File: src/rtl/pbus_arbiter.sv
// Two-master (fetch/data) arbiter onto a single registered PBus with IROM/IRAM decode.
// Optional access timeout is enabled by defining PBUS_ARB_TIMEOUT_EN.
module pbus_arbiter #(
  parameter int unsigned TIMEOUT   = 15,
  parameter logic [3:0]  IRAM_BASE = 4'h8
) (
  input  logic        clk,
  input  logic        rst_l,
  input  logic        IReq,
  input  logic [14:0] IAddr,
  output logic [15:0] IData,
  output logic        IRdy,
  output logic        IErr,
  input  logic [1:0]  DReq,
  input  logic [14:0] DAddr,
  input  logic [15:0] DWData,
  input  logic [1:0]  DBE,
  output logic [15:0] DRData,
  output logic        DRdy,
  output logic        DErr,
  output logic [14:0] PBusAddr,
  output logic [15:0] PBusData,
  output logic [1:0]  PBusBE,
  output logic [1:0]  PBusReqToIRAM,
  output logic [1:0]  PBusReqToIROM,
  input  logic [15:0] PBusDataIRAM,
  input  logic [15:0] PBusDataIROM,
  input  logic        PBusRdyIRAM,
  input  logic        PBusRdyIROM
);

  typedef enum logic [1:0] {IDLE, BUSY, RESP} state_t;

  if (TIMEOUT < 2 || TIMEOUT > 255) begin : g_bad_timeout
    $error("pbus_arbiter: TIMEOUT must be in 2..255");
  end

  state_t      state;
  logic        master_d;   // 1: data port owns the current access
  logic        last_d;     // 1: data port was served last
  logic        tgt_iram;
  logic        is_read;
  logic        err_flag;

  logic        d_valid;
  logic        grant_d;
  logic        is_irom;
  logic        is_iram;
  logic        bad_access;
  logic        tgt_rdy;
  logic [14:0] sel_addr;
  logic [1:0]  sel_code;
  logic [15:0] sel_wdata;
  logic [1:0]  sel_be;
  logic [15:0] tgt_data;

  // Reserved code 11 counts as idle; on a tie the port not served last wins.
  assign d_valid   = (DReq == 2'b01) || (DReq == 2'b10);
  assign grant_d   = d_valid && (!IReq || !last_d);
  assign sel_addr  = grant_d ? DAddr  : IAddr;
  assign sel_code  = grant_d ? DReq   : 2'b01;
  assign sel_wdata = grant_d ? DWData : 16'h0000;
  assign sel_be    = grant_d ? DBE    : 2'b11;

  // Word address bit [14] is byte address bit [15].
  assign is_irom    = (sel_addr[14:10] == 5'd0);
  assign is_iram    = (sel_addr[14:11] == IRAM_BASE);
  assign bad_access = !(is_irom || is_iram) || (is_irom && sel_code == 2'b10);

  assign tgt_rdy  = tgt_iram ? PBusRdyIRAM  : PBusRdyIROM;
  assign tgt_data = tgt_iram ? PBusDataIRAM : PBusDataIROM;

`ifdef PBUS_ARB_TIMEOUT_EN
  localparam logic [7:0] TIMEOUT_LAST = 8'(TIMEOUT - 1);
  logic [7:0] busy_cnt;
`endif

  // NOTE: async reset clears every register including the read-data holding
  // registers, so an access interrupted by reset leaves nothing to pulse.
  always_ff @(posedge clk or negedge rst_l) begin
    if (!rst_l) begin
      state         <= IDLE;
      master_d      <= 1'b0;
      last_d        <= 1'b0;
      tgt_iram      <= 1'b0;
      is_read       <= 1'b0;
      err_flag      <= 1'b0;
      IData         <= '0;
      IRdy          <= 1'b0;
      IErr          <= 1'b0;
      DRData        <= '0;
      DRdy          <= 1'b0;
      DErr          <= 1'b0;
      PBusAddr      <= '0;
      PBusData      <= '0;
      PBusBE        <= '0;
      PBusReqToIRAM <= '0;
      PBusReqToIROM <= '0;
`ifdef PBUS_ARB_TIMEOUT_EN
      busy_cnt      <= '0;
`endif
    end else begin
      // NOTE: non-blocking throughout; the pulse defaults below are overridden
      // by later assignments in the same edge without ordering hazards.
      IRdy <= 1'b0;
      IErr <= 1'b0;
      DRdy <= 1'b0;
      DErr <= 1'b0;
      case (state)
        IDLE: begin
          if (IReq || d_valid) begin
            master_d <= grant_d;
            PBusAddr <= sel_addr;
            PBusData <= sel_wdata;
            PBusBE   <= sel_be;
            tgt_iram <= is_iram;
            is_read  <= (sel_code == 2'b01);
`ifdef PBUS_ARB_TIMEOUT_EN
            busy_cnt <= '0;
`endif
            if (bad_access) begin
              err_flag <= 1'b1;
              state    <= RESP;
            end else begin
              err_flag <= 1'b0;
              if (is_iram) PBusReqToIRAM <= sel_code;
              else         PBusReqToIROM <= sel_code;
              state <= BUSY;
            end
          end
        end
        BUSY: begin
          if (tgt_rdy) begin
            PBusReqToIRAM <= '0;
            PBusReqToIROM <= '0;
            if (is_read) begin
              if (master_d) DRData <= tgt_data;
              else          IData  <= tgt_data;
            end
            state <= RESP;
          end
`ifdef PBUS_ARB_TIMEOUT_EN
          else if (busy_cnt == TIMEOUT_LAST) begin
            PBusReqToIRAM <= '0;
            PBusReqToIROM <= '0;
            err_flag      <= 1'b1;
            state         <= RESP;
          end else begin
            busy_cnt <= busy_cnt + 8'd1;
          end
`endif
        end
        RESP: begin
          if (master_d) begin
            DRdy <= !err_flag;
            DErr <= err_flag;
          end else begin
            IRdy <= !err_flag;
            IErr <= err_flag;
          end
          last_d <= master_d;
          state  <= IDLE;
        end
        default: state <= IDLE;
      endcase
    end
  end

endmodule

File: config.mk
export PLATFORM = sky130hd
export DESIGN_NAME = pbus_arbiter
export DESIGN_NICKNAME = d
export VERILOG_FILES = /design/src/rtl/pbus_arbiter.sv
export SDC_FILE = /design/constraint.sdc
export NUM_CORES = 1
export LEC_CHECK = 0
export ABC_AREA = 0
export CAP_MARGIN = 20
export CORE_UTILIZATION = 58
export DETAILED_ROUTE_END_ITERATION = 10
export DONT_BUFFER_PORTS = 1
export GPL_TIMING_DRIVEN = 0
export HOLD_SLACK_MARGIN = 0.06
export PLACE_DENSITY_LB_ADDON = 0.25
export SYNTH_ARGS = -nofsm -noshare
export SYNTH_HDL_FRONTEND = slang
export SYNTH_SLANG_ARGS = --single-unit
File: constraint.sdc
create_clock -name clk -period 4.3 [get_ports clk]
set_input_delay 1.29 -clock clk [delete_from_list [all_inputs] [get_ports clk]]
set_output_delay 1.29 -clock clk [all_outputs]
set_load 0.03 [all_outputs]
==> results of run 1 <==
-- area by class of cell --
type | count | area, um^2
Clock inverter | 6 | 37.5
Clock buffer | 9 | 124
Multi-Input combinational cell | 204 | 1250
Buffer | 16 | 62.6
Tap cell | 72 | 90.1
Sequential cell | 80 | 2000
Inverter | 3 | 11.3
Fill cell | 424 | 1920
-- cell usage in the layout, fill, tap and decap left out --
cell	count
nand3b_1	1
o21a_1	3
nor3_2	1
buf_2	2
dfrtp_1	80
inv_1	3
or4_1	1
or3_1	1
o21ai_1	1
clkinvlp_4	3
o21ai_0	49
xor2_2	1
a21oi_1	5
nor2_1	6
o211ai_1	2
nor3_1	3
or2_2	1
clkbuf_1	13
mux2_4	1
or4b_1	1
and3b_1	1
nand2_4	1
clkinv_2	3
a22oi_1	1
o22a_1	3
a22o_1	16
nand2_1	59
nand3_1	7
buf_1	1
a32o_1	1
clkbuf_8	9
nor4_1	4
mux2i_1	34
-- sequential cells by signal (all words and copies together), names as in the netlist, 2 cells and up --
| register | flops |
|---|---|
| DRData | 16 |
| IData | 16 |
| PBusAddr | 15 |
| PBusBE | 2 |
| PBusData | 16 |
| PBusReqToIRAM | 2 |
| PBusReqToIROM | 2 |
| state | 2 |
-- per-layer routing --
layer	vias up	global-route usage	wire length, um
met4	0	0.115	144
met1	1149	0.306	2910
met2	110	0.403	3450
met5	-	0	0
li1	1087	-	-
met3	14	0.0882	561
-- power by group --
part	total, mW	leakage, nW	switching (mW)	internal, mW
sequential	1.90	1.04	0.839	1.06
combinational	0.511	0.514	0.293	0.218
clock	0.461	0.0769	0.259	0.203
total	2.87	1.63	1.39	1.48
-- Yosys cell counts, types with 3 or more instances --
cell type   n  area share
dfrtp_1    80        0.60
clkbuf_1   13       0.015
a22o_1     16       0.042
nand2_1    59       0.066
a21oi_1     5      0.0075
nor4_1      4      0.0075
o21ai_0    49       0.074
nor3_1      3      0.0045
nand3_1     7       0.011
o22a_1      3      0.0079
nor2_1      6      0.0068
mux2i_1    34        0.10
inv_1       3      0.0034
o21a_1      3      0.0068
-- final timing paths --
kind,startpoint,end,slack [ps],depth (start not counted)
min reg2reg,err_flag$_DFFE_PN0P_,IRdy$_DFF_PN0_,490,1
min,err_flag$_DFFE_PN0P_,IRdy$_DFF_PN0_,490,1
max,DReq[1],PBusData[9]$_DFFE_PN0P_,1850,5
max reg2reg,state[0]$_DFFE_PN0P_,PBusReqToIRAM[0]$_DFFE_PN0P_,2270,5
max in group asynchronous,rst_l,PBusData[5]$_DFFE_PN0P_,3530,0
min in group asynchronous,rst_l,PBusBE[0]$_DFFE_PN0P_,640,0
-- logic make-up (layout without fill, tap and decap cells) --
logic type / Yosys count / in the layout / synth area share
multiplexers: 35 / 35 / 0.107
XOR/XNOR: 1 / 1 / 0.00488
flip-flops: 80 / 80 / 0.601
AO/OA/AOI/OAI: 81 / 81 / 0.149
AND/OR/NAND/NOR: 87 / 87 / 0.116
buffers and inverters: 19 / 34 / 0.0222
-- metrics by stage --
stage	cells	total power, mW	hold WS (ps)	setup slack (ps)	area [um^2]
finish	390	2.87	490	1850	3580
floorplan	303	2.26	448	1690	3330
detailed placement	375	2.43	485	1480	3420
global route	390	3.04	516	1730	3580
CTS	390	2.89	495	1840	3580
global placement	375	2.40	467	1510	3420
==> results.py, run 1 <==
metrics = {
    "clocking": {
        "clk_pin_slew_worst_paths_ps": 70,
        "hold_buffers": 0,
        "cts-htree-levels": 3,
        "clock_path_buffers": 2,
        "cts_tree": "built",
        "ctsResizeCount": 0,
        "cts-root-buf": "clkbuf_8",
        "clkLatencyLatePin_ps": 340,
        "cts.sinks": 80,
        "cts-buffers-inserted": 9,
        "post-cts-setup-buffer-count": 0,
    },
    "route": {
        "final_antenna_net_count": 0,
        "viasPerCell": 6.05,
        "vias": 2360,
        "drtIter0Drc": 135,
        "firstDrtPassIters": 4,
        "wirelength_um": 7070,
        "drc_errors": 0,
        "wl_per_cell_um": 18.1,
    },
    "logic_synthesis": {
        "synth_edf_count": 0,
        "netlist_area_mm2": 0.00333,
        "yosys_warnings": 0,
        "ys.flop_type": "dfrtp_1",
        "synthCells": 303,
        "synth_area_per_cell_um2": 11.0,
        "ys_types": 30,
        "ys_ff_latch": 80,
        "ys_seq_area_frac": 0.601,
        "synthArstFlopShare": 1.00,
        "syn-num-nets": 390,
    },
    "grt": {
        "grt_use_total": 0.252,
        "grt_pass1_wl_um": 11500,
        "grt_overflow": 0,
        "grt_antenna_before_repair": 0,
        "grt_max_degree": 81,
        "grt_pass1_vias": 2386,
    },
    "flow_run": {
        "max-cap-violations": 0,
    },
    "power": {
        "max-vdd-ir-drop_mv": 0.382,
        "leakagePower_nw": 1.63,
        "p_per_area_mw_per_mm2": 802,
    },
    "sta": {
        "slew_violations": 0,
        "hold_viol_final": 0,
        "tns_ps": 0,
        "skew_ps": 10.7,
        "rsz0062_at_grt": "false",
        "fin_crit_sh": 0.570,
        "tightest_slew_ps": 737,
        "fin_crit_ps": 2450,
        "setup_violations": 0,
        "maxSlewHeadroom": 0.509,
        "max_clock_freq_mhz": 408,
    },
    "cells_and_area": {
        "nets": 401,
        "drive_gt1_frac": 0.0692,
        "antennaDiodeCount": 0,
        "area_growth_pct": 7.55,
        "fin_util": 0.651,
    },
    "setup_path": {
        "max_stage_delay_ps": 420,
        "startpoint_type": "input pin",
        "crit_buf_inv": 1,
        "arrival_ps": 2730,
        "critical_path_class": "input pin to flip-flop",
        "cp_slowest_cell": "nor3_2",
        "critical_path.top_delay_family": "simple AND/OR/NAND/NOR gates",
        "end_kind": "flip-flop",
        "critical_path_required_ps": 4580,
        "cp_cell_sequence": "xor2_2, nand2_4, nor3_2, clkbuf_1, a22o_1",
        "path_max_fanout": 10,
    },
    "place": {
        "dpl.hpwl_um": 5150,
        "routabilityCongestion": 0.837,
        "io_buffer_count": 0,
    },
    "floorplanning": {
        "start_util": 0.605,
        "fp-row-count": 27,
        "dieArea_mm2": 0.00605,
        "die_w_um": 77.8,
        "design.core.area_mm2": 0.00551,
        "die_h_um": 77.8,
        "ioPinCount": 160,
    },
    "hold_path": {
        "hold_path.class": "flip-flop to flip-flop",
    },
    "run_status": {
        "status": "completed",
    },
}
Power figures use the tool's default switching activity.
==> run 2: changes to the inputs <==
--- a/config.mk
+++ b/config.mk
@@ -7,7 +7,7 @@
 export LEC_CHECK = 0
 export ABC_AREA = 0
 export CAP_MARGIN = 20
-export CORE_UTILIZATION = 58
+export CORE_UTILIZATION = 56
 export DETAILED_ROUTE_END_ITERATION = 10
 export DONT_BUFFER_PORTS = 1
 export GPL_TIMING_DRIVEN = 0
==> constraint.sdc (replaced) <==
create_clock -name clk -period 2.11 [get_ports clk]
set_input_delay 0.633 -clock clk [delete_from_list [all_inputs] [get_ports clk]]
set_output_delay 0.633 -clock clk [all_outputs]
set_load 0.03 [all_outputs]
==> run 2 against run 1 <==
Sequential cell count unchanged. Global-route usage is 1.0 points lower. Largest power group unchanged. Final cell count unchanged. Die area grew 3.5%. Critical path depth increased by 1. Sequential share of layout area fell by 0.35 points. Wire length is 0.64% higher. The run now ends with negative hold slack left. Critical endpoint is now IData[4]$_DFFE_PN0P_. Clock-buffer cell count up 1.
==> results.py, run 2 (synthesized netlist as in run 1, its figures left out) <==
metrics = {
    "power": {
        "max-vdd-ir-drop_mv": 0.820,
        "p_per_area_mw_per_mm2": 1660,
        "leakagePower_nw": 1.64,
        "power_mw": 5.97,
    },
    "route": {
        "final_antenna_net_count": 0,
        "viasPerCell": 6.06,
        "wirelength_um": 7110,
        "wl_per_cell_um": 18.2,
        "drtIter0Drc": 108,
        "firstDrtPassIters": 4,
        "vias": 2364,
        "drc_errors": 0,
    },
    "setup_path": {
        "max_stage_delay_ps": 350,
        "cp_slowest_cell": "dfrtp_1",
        "rrSetupSlack_ps": 190,
        "worstRegToRegCells": 6,
        "rr_startpoint": "tgt_iram$_DFFE_PN0P_",
        "end_kind": "flip-flop",
        "worstSetupEndpoint": "IData[4]$_DFFE_PN0P_",
        "path_max_fanout": 10,
        "arrival_ps": 2160,
        "critical_path_required_ps": 2350,
        "startpoint_type": "flip-flop",
        "crit_start": "tgt_iram$_DFFE_PN0P_",
        "cp_cell_sequence": "buf_2, mux2i_1, nor3_1, nand3b_1, clkbuf_1, o21ai_0",
        "critical_path_class": "flip-flop to flip-flop",
        "reg2reg_to": "IData[4]$_DFFE_PN0P_",
    },
    "floorplanning": {
        "dieArea_mm2": 0.00626,
        "design.core.area_mm2": 0.00561,
        "die_w_um": 79.1,
        "fp-row-count": 27,
        "start_util": 0.594,
        "ioPinCount": 160,
        "die_h_um": 79.1,
    },
    "clocking": {
        "cts_tree": "built",
        "cts.sinks": 80,
        "cts-htree-levels": 3,
        "clkLatencyLatePin_ps": 340,
        "cts-buffers-inserted": 9,
        "cts-root-buf": "clkbuf_8",
        "ctsResizeCount": 0,
        "clk_pin_slew_worst_paths_ps": 80,
        "clock_path_buffers": 2,
        "post-cts-setup-buffer-count": 0,
    },
    "place": {
        "routabilityCongestion": 0.799,
        "io_buffer_count": 0,
        "dpl.hpwl_um": 5250,
    },
    "sta": {
        "rsz0062_at_grt": "false",
        "max_clock_freq_mhz": 520,
        "maxSlewHeadroom": 0.516,
        "skew_ps": 10.1,
        "tightest_slew_ps": 726,
        "fin_crit_sh": 0.912,
        "hold_viol_final": 69,
        "setup_violations": 0,
        "hold-worst-slack_ps": -19.4,
        "fin_crit_ps": 1920,
        "slew_violations": 0,
    },
    "cells_and_area": {
        "antennaDiodeCount": 0,
        "top_regs": "DRData (16), IData (16), PBusData (16)",
        "drive_gt1_frac": 0.0692,
        "area_growth_pct": 8.23,
        "nets": 400,
        "final_common_cell": "dfrtp_1",
        "final_cell_mix": "dfrtp_1, nand2_1, o21ai_0",
        "fin_util": 0.643,
    },
    "grt": {
        "grt_use_total": 0.242,
        "grt_busiest_layer": "met2",
        "grt_pass1_vias": 2402,
        "met3_usage": 0.0793,
        "gr-usage-met2": 0.397,
        "grt_overflow": 0,
        "grt_pass1_wl_um": 11400,
        "grt_max_degree": 81,
        "grt_antenna_before_repair": 0,
        "gr-usage-met1": 0.286,
    },
    "flow_run": {
        "max-cap-violations": 0,
    },
    "run_status": {
        "violations": "negative hold slack",
        "status": "complete, but fails checks",
    },
    "hold_path": {
        "hold_path.class": "input pin to asynchronous set/reset pin",
    },
}
==> run 2: cell type report <==
class                           count  area (um^2)
Multi-Input combinational cell    204         1250
Clock buffer                       10          128
Inverter                            3         11.3
Tap cell                           72         90.1
Sequential cell                    80         2000
Buffer                             15         58.8
Clock inverter                      6         60.1
Fill cell                         464         2000
==> run 2: worst min-delay path by stage <==
| stage | from | to | slack, ps | depth (start not counted) |
|---|---|---|---|---|
| 2_1_floorplan | rst_l | DErr$_DFF_PN0_ | 340 | 0 |
| 3_5_place_dp | rst_l | IErr$_DFF_PN0_ | 340 | 0 |
| 3_3_place_gp | rst_l | DRdy$_DFF_PN0_ | 340 | 0 |
| 5_1_grt | rst_l | PBusReqToIROM[1]$_DFFE_PN0P_ | -50 | 0 |
| 4_1_cts | rst_l | PBusReqToIROM[1]$_DFFE_PN0P_ | -40 | 0 |
| 6_report | rst_l | DRData[11]$_DFFE_PN0P_ | -20 | 0 |
==> run 2: critical path, delay by kind of cell (launching register included) <==
kind | cells | cell delay [ps]
and+or+nand+nor | 2 | 540
buffers and inverters | 2 | 490
DFF | 1 | 350
AOI/OAI and AO/OA | 1 | 270
muxes | 1 | 170
==> run 2: layer usage <==
layer | up-vias | wire length (um)
li1 | 1091 | -
met1 | 1127 | 2830
met2 | 129 | 3510
met3 | 17 | 621
met4 | 0 | 148
met5 | - | 0
==> run 2: where the power goes <==
| part | internal, mW | switching (mW) |
|---|---|---|
| logic | 0.443 | 0.583 |
| clock network | 0.541 | 0.522 |
| registers | 2.16 | 1.72 |
| total | 3.14 | 2.83 |
==> run 2: stage by stage <==
stage	setup WS, ps	cells	setup TNS, ps	instance area (um^2)	hold slack, ps
after floorplan	154	303	0	3330	337
after global placement	-64.2	375	-613	3420	339
after detailed placement	-84.3	375	-804	3420	339
after CTS	112	391	0	3610	-35.6
after global routing	36.6	390	0	3600	-46.9
final	186	390	0	3600	-19.4
==> run 3: changes to the inputs <==
--- a/config.mk
+++ b/config.mk
@@ -11,7 +11,7 @@
 export DETAILED_ROUTE_END_ITERATION = 10
 export DONT_BUFFER_PORTS = 1
 export GPL_TIMING_DRIVEN = 0
-export HOLD_SLACK_MARGIN = 0.06
+export HOLD_SLACK_MARGIN = 0.12
 export PLACE_DENSITY_LB_ADDON = 0.25
 export SYNTH_ARGS = -nofsm -noshare
 export SYNTH_HDL_FRONTEND = slang
==> results of run 3 <==
No change in the layout: final DEF, timing and power equal those of run 2.
